## src/rtl/user_io_freq_meter.sv

```systemverilog
// Edge-counting frequency meter for a looped-back user_io pin: synchronizes sig_in,
// counts rising edges over a fixed gate window and hands each count out via valid/ack.
module user_io_freq_meter #(
  parameter int GATE_CYCLES = 6000000,
  parameter int COUNT_WIDTH = 24,
  parameter int SYNC_STAGES = 2
) (
  input  logic                   clk_60mhz,
  input  logic                   rst,
  input  logic                   sig_in,
  output logic                   edge_pulse,
  output logic [COUNT_WIDTH-1:0] count_out,
  output logic                   count_valid,
  input  logic                   count_ack,
  output logic                   overflow,
  output logic                   overrun
);

  localparam int GATE_WIDTH = (GATE_CYCLES > 1) ? $clog2(GATE_CYCLES) : 1;
  localparam logic [GATE_WIDTH-1:0]  GATE_LAST = GATE_WIDTH'(GATE_CYCLES - 1);
  localparam logic [COUNT_WIDTH-1:0] COUNT_MAX = '1;

  logic [SYNC_STAGES-1:0] sync_q;
  logic                   prev_q;
  logic [GATE_WIDTH-1:0]  gate_count;
  logic [COUNT_WIDTH-1:0] edge_count;
  logic                   sat;

  logic                   rise;
  logic                   close;
  logic                   ack_take;
  logic                   final_sat;
  logic [COUNT_WIDTH-1:0] edge_next;

  // NOTE: every combinational output gets a default first so no path leaves it unassigned (no latch).
  always_comb begin
    rise      = 1'b0;
    close     = 1'b0;
    ack_take  = 1'b0;
    final_sat = 1'b0;
    edge_next = edge_count;

    rise     = sync_q[SYNC_STAGES-1] & ~prev_q;
    close    = (gate_count == GATE_LAST);
    ack_take = count_ack & count_valid;

    // Saturating increment; a rise that would wrap is flagged instead of counted.
    if (rise) begin
      if (edge_count == COUNT_MAX) begin
        final_sat = 1'b1;
      end else begin
        edge_next = edge_count + COUNT_WIDTH'(1);
      end
    end
  end

  // NOTE: sequential state uses non-blocking assignments so every flop samples pre-edge values.
  always_ff @(posedge clk_60mhz or posedge rst) begin
    if (rst) begin
      sync_q     <= '0;
      prev_q     <= 1'b0;
      edge_pulse <= 1'b0;
    end else begin
      sync_q     <= {sync_q[SYNC_STAGES-2:0], sig_in};
      prev_q     <= sync_q[SYNC_STAGES-1];
      edge_pulse <= rise;
    end
  end

  always_ff @(posedge clk_60mhz or posedge rst) begin
    if (rst) begin
      gate_count <= '0;
    end else if (close) begin
      gate_count <= '0;
    end else begin
      gate_count <= gate_count + GATE_WIDTH'(1);
    end
  end

  // A rise in the close cycle is folded into the closing window via edge_next.
  always_ff @(posedge clk_60mhz or posedge rst) begin
    if (rst) begin
      edge_count <= '0;
      sat        <= 1'b0;
    end else if (close) begin
      edge_count <= '0;
      sat        <= 1'b0;
    end else begin
      edge_count <= edge_next;
      if (final_sat) begin
        sat <= 1'b1;
      end
    end
  end

  always_ff @(posedge clk_60mhz or posedge rst) begin
    if (rst) begin
      count_out   <= '0;
      count_valid <= 1'b0;
      overflow    <= 1'b0;
      overrun     <= 1'b0;
    end else if (close) begin
      count_out   <= edge_next;
      overflow    <= sat | final_sat;
      count_valid <= 1'b1;
      // An ack landing with the close consumes the old result, so nothing is lost.
      if (ack_take) begin
        overrun <= 1'b0;
      end else if (count_valid) begin
        overrun <= 1'b1;
      end
    end else if (ack_take) begin
      count_valid <= 1'b0;
      overrun     <= 1'b0;
    end
  end

endmodule

```

## config.mk

```make
export PLATFORM = sky130hd
export DESIGN_NAME = user_io_freq_meter
export DESIGN_NICKNAME = d
export VERILOG_FILES = /design/src/rtl/user_io_freq_meter.sv
export SDC_FILE = /design/constraint.sdc
export NUM_CORES = 1
export LEC_CHECK = 0
export ABC_AREA = 1
export CORE_UTILIZATION = 50
export DETAILED_ROUTE_END_ITERATION = 7
export DONT_BUFFER_PORTS = 1
export PLACE_DENSITY = 0.69
export SLEW_MARGIN = 20
export SYNTH_ARGS = -nofsm -noshare
export SYNTH_HDL_FRONTEND = slang
export SYNTH_SLANG_ARGS = --single-unit
```

## constraint.sdc

```tcl
create_clock -name clk_60mhz -period 3.05 [get_ports clk_60mhz]
set_input_delay 0.305 -clock clk_60mhz [delete_from_list [all_inputs] [get_ports clk_60mhz]]
set_output_delay 0.305 -clock clk_60mhz [all_outputs]
set_load 0.01 [all_outputs]
```

; Word level (Yosys, flattened, before mapping)
; Cells that the tools add are included.
[op_classes]
add_sub_neg = 2
multipliers = 0
div_mod_pow = 0
order_cmp = 0
eq_ne = 2
n_shift = 0
muxes = 13
bitwise = 4
n_reduce_logical = 4
[ops]
columns = cell, count
row1 = $mux W24, 3
row2 = $add A24 B1 Y24 const B, 1
row3 = $eq A24 B24 Y1 const B, 1
row4 = $add A23 B1 Y23 const B, 1
row5 = $eq A23 B23 Y1 const B, 1
row6 = $mux W23, 1
row7 = $mux W1, 9
row8 = $reduce_bool A2 Y1, 3
row9 = $and A1 B1 Y1, 2
row10 = $reduce_and A2 Y1, 1
row11 = $not A1 Y1, 1
row12 = $or A1 B1 Y1, 1
[totals]
ff_bits = 79
latchBits = 0
ramBits = 0
romBits = 0
in_bits = 4
output_inout_bits = 28
elab_cells = 35
n_memories = 0

; Logic depth before layout (Yosys ltp)
[logic_depth]
word_depth = 5
depth_mapped = 12
ltp_nobuf = 11

; Least setup slack after synthesis
; OpenSTA, ideal clock, no wires.
[synth_path]
kind = register to register
from = reg gate_count[0]
to = reg count_out[1]
setup_ns = 0.124
t_arrival_ns = 1.462
t_required_ns = 2.926
path_slack_ns = 1.464
path_stages_with_launch = 10
n_path_buf = 1
period_less_slack_ns = 1.586
cell_sequence = dfrtp_1 ha_1 nand3_2 nor2_4 inv_2 nor2_2 nand4_2 clkbuf_1 nand2_1 nand2_1
[synth_via]
elab_chain_cells = 1
[synth_lines]
columns = element, line
row1 = from (decl), 25  ; logic [GATE_WIDTH-1:0] gate_count;
row2 = from (signal assigned), 76  ; gate_count <= gate_count + GATE_WIDTH'(1);
row3 = $eq A23 B23 Y1, 44  ; close = (gate_count == GATE_LAST);
row4 = to (signal assigned), 103  ; count_out <= edge_next;
row5 = to (decl), 12  ; output logic [COUNT_WIDTH-1:0] count_out,
; Every way passes these cells.
; A chain may end at the register's enable or synchronous reset.

; Final worst setup path
; Same ends and word-level chain as after synthesis.

==> qor.yml <==
postCtsSetupRepairBufs: 0
synth-seq-cells: 79
rrSetupSlack_ns: 0.84
drt-pass1-iter-count: 5
placed_cells_incl_taps: 625
grt_first_pass_wirelength_um: 14500
combPwrFrac_pct: 6.7
num_vias: 3270
p_leak_nw: 2.24
die_area_um2: 8420
vias_per_cell: 5.09
drt_iter0_markers: 172
setup_viol: 0
min_period_over_period_pct: 72.3
instances_no_fill: 642
crit_path_start_kind: "flop"
synth-edff-count: 0
dp_hpwl_um: 5890
grt_antenna_before_repair: 0
violations: "negative hold slack"
diodes: 0
synth.yosys.seq_area_share_pct: 49.1
clkTransAtPathRegs_ns: 0.08
syn_nets: 538
numCtsBuffers: 9
slew-limit-headroom_pct: 48.5
p_int_w: 0.00155
maxCapViolations: 0
rsz0062_at_grt: "false"
drive_gt1_share_pct: 5.74
p_sw_share_pct: 24.8
fmax_ghz: 0.453
cts-resized-gates: 0
setup_tns_ns: 0
layout_common_cells: "185 x nand2_1, 79 x dfrtp_1, 66 x nor2_1, 59 x inv_1, 35 x nand3_1"
hold_path_class: "in -> async"
end_kind: "flop"
syn_to_final_growth_pct: 7.36
whs_ns: -0.0317
die_w_um: 91.7
start_util_pct: 51.8
cts-root-buf: "clkbuf_8"
grt_usage_pct: 21.9
netSwitchingPower_w: 0.000511
worst_ep_required_time_ns: 3.33
synthCells: 532
clkPwrFrac_pct: 39.1
arrival_ns: 2.49
hold_violations: 62
port_buffers: 0
fp-row-count: 32
tightest_slew_ns: 0.772
finClkSkew_ns: 0.00706
cts_buffer_depth: 2
htree_levels: 3
critPathMaxFanout: 50
grt_pass1_vias: 3044
coreArea_um2: 7770
fp.dieH_um: 91.7
synthArstFlopShare_pct: 100
avgSynthCellArea_um2: 7.57
outcome: "finished, violations left"
postRouteAntennaNets: 0
grt_max_degree: 64
gp_congestion: 0.896
placed_area_um2: 4100
post-route-min-period_ns: 2.21
slew_violations: 0
ys.warnings.count: 0
clkSinkCount: 79
cts_tree: "built"
clk_latency_ns: 0.34
grt_overflow: 0
drt_wl_total_um: 8380
total_power_w: 0.00206
fin_area_um2: 4320
ir_drop_mv: 0.278
p_per_area_nw_per_um2: 477
critPathKind: "reg -> reg"
syn_area_um2: 4030
avgRoutedWirePerCell_um: 13.0
seq_power_share_pct: 54.1
synthDistinctLibCells: 31
io_pins: 32
synth_flop_cell: "dfrtp_1"
postCtsHoldBufs: 1
fin_nets: 541
route.detailed.drc: 0
layout_commonest_cell: "nand2_1"
nFillCells: 739
-- layout make-up --
cell class	instances	area, um^2	area share, %
clock buffer	12	155	3.59
tap	102	128	2.95
clock inverter	4	53.8	1.24
timing repair buffer	3	25.0	0.579
multi-input combinational	378	1740	40.3
inverter	64	244	5.64
sequential	79	1980	45.7
-- Yosys cell counts, types with 3 or more instances --
| library cell | count | share of area [%] |
|---|---|---|
| nand2_1 | 185 | 17 |
| dfrtp_1 | 79 | 49 |
| nor2_1 | 67 | 6.2 |
| inv_1 | 60 | 5.6 |
| nand3_1 | 35 | 4.4 |
| xor2_1 | 14 | 3.0 |
| nor3_1 | 13 | 1.6 |
| a21oi_1 | 12 | 1.5 |
| nand4_1 | 10 | 1.6 |
| xnor2_1 | 8 | 1.7 |
| o21ai_0 | 7 | 0.87 |
| o21ai_1 | 6 | 0.75 |
| buf_2 | 5 | 0.62 |
| nor2_2 | 4 | 0.62 |
| nand3b_1 | 3 | 0.56 |
| nor4_1 | 3 | 0.47 |
-- registers in the layout, indices dropped and copies added (netlist names) --
register     flops
edge_count      24
edge_pulse       1
gate_count      23
prev_q           1
sat              1
overflow         1
count_valid      1
sync_q           2
count_out       24
overrun          1
-- kinds of logic after synthesis --
| group | after synthesis | synth area share (%) |
|---|---|---|
| flops | 79 | 49.1 |
| xor+xnor | 22 | 4.79 |
| buf+inv | 75 | 7.74 |
| simple gates | 325 | 33.9 |
| compound gates | 29 | 3.85 |
| fa+ha+maj | 2 | 0.621 |
-- power groups by stage --
stage / sequential [W] / clock [W] / combinational, W
after global routing: 0.00112 / 0.000861 / 0.000162
after floorplan: 0.00113 / 0 / 0.000115
after detailed placement: 0.00114 / 0 / 0.000139
final: 0.00112 / 0.000807 / 0.000139
after global placement: 0.00113 / 0 / 0.000136
after CTS: 0.00112 / 0.000826 / 0.000139
-- per-layer routing --
| metal | vias to the layer above | part of all wire (%) | global-route usage (%) |
|---|---|---|---|
| met3 | 11 | 4.1 | 4.64 |
| li1 | 1660 | - | - |
| met1 | 1524 | 53 | 32.0 |
| met2 | 75 | 41 | 32.5 |
| met4 | 0 | 1.8 | 7.16 |
| met5 | - | 0 | 0 |
-- critical path: stages, from the launching register on --
cell and delay, ns:
dfrtp_1 0.46, ha_1 0.23, nand3_2 0.14, nor2_4 0.20, inv_2 0.09, nor2_2 0.10, nand4_2 0.10, clkinv_2 0.48
o211ai_1 0.23, nand2_1 0.11
-- metrics by stage --
step           hold WS, ns  util (%)  setup WS (ns)
6_report           -0.0317      55.7          0.844
3_5_place_dp         0.336      52.8          0.843
4_1_cts              0.111      55.6          0.816
3_3_place_gp         0.337      52.8          0.659
2_1_floorplan        0.331         -          0.722
5_1_grt             0.0382      55.7          0.659
-- final timing paths --
check,startpoint,end,cells past startpoint
worst max register to register,gate_count[0],count_out[1],9
min in group clk_60mhz,count_ack,count_valid,3
max in group asynchronous,rst,edge_count[13],2
worst max-delay path,gate_count[0],count_out[1],9
worst min-delay path,rst,overrun,1
worst min register to register,sync_q[0],sync_q[1],0
Note: power is estimated with default switching activity, not from simulation.
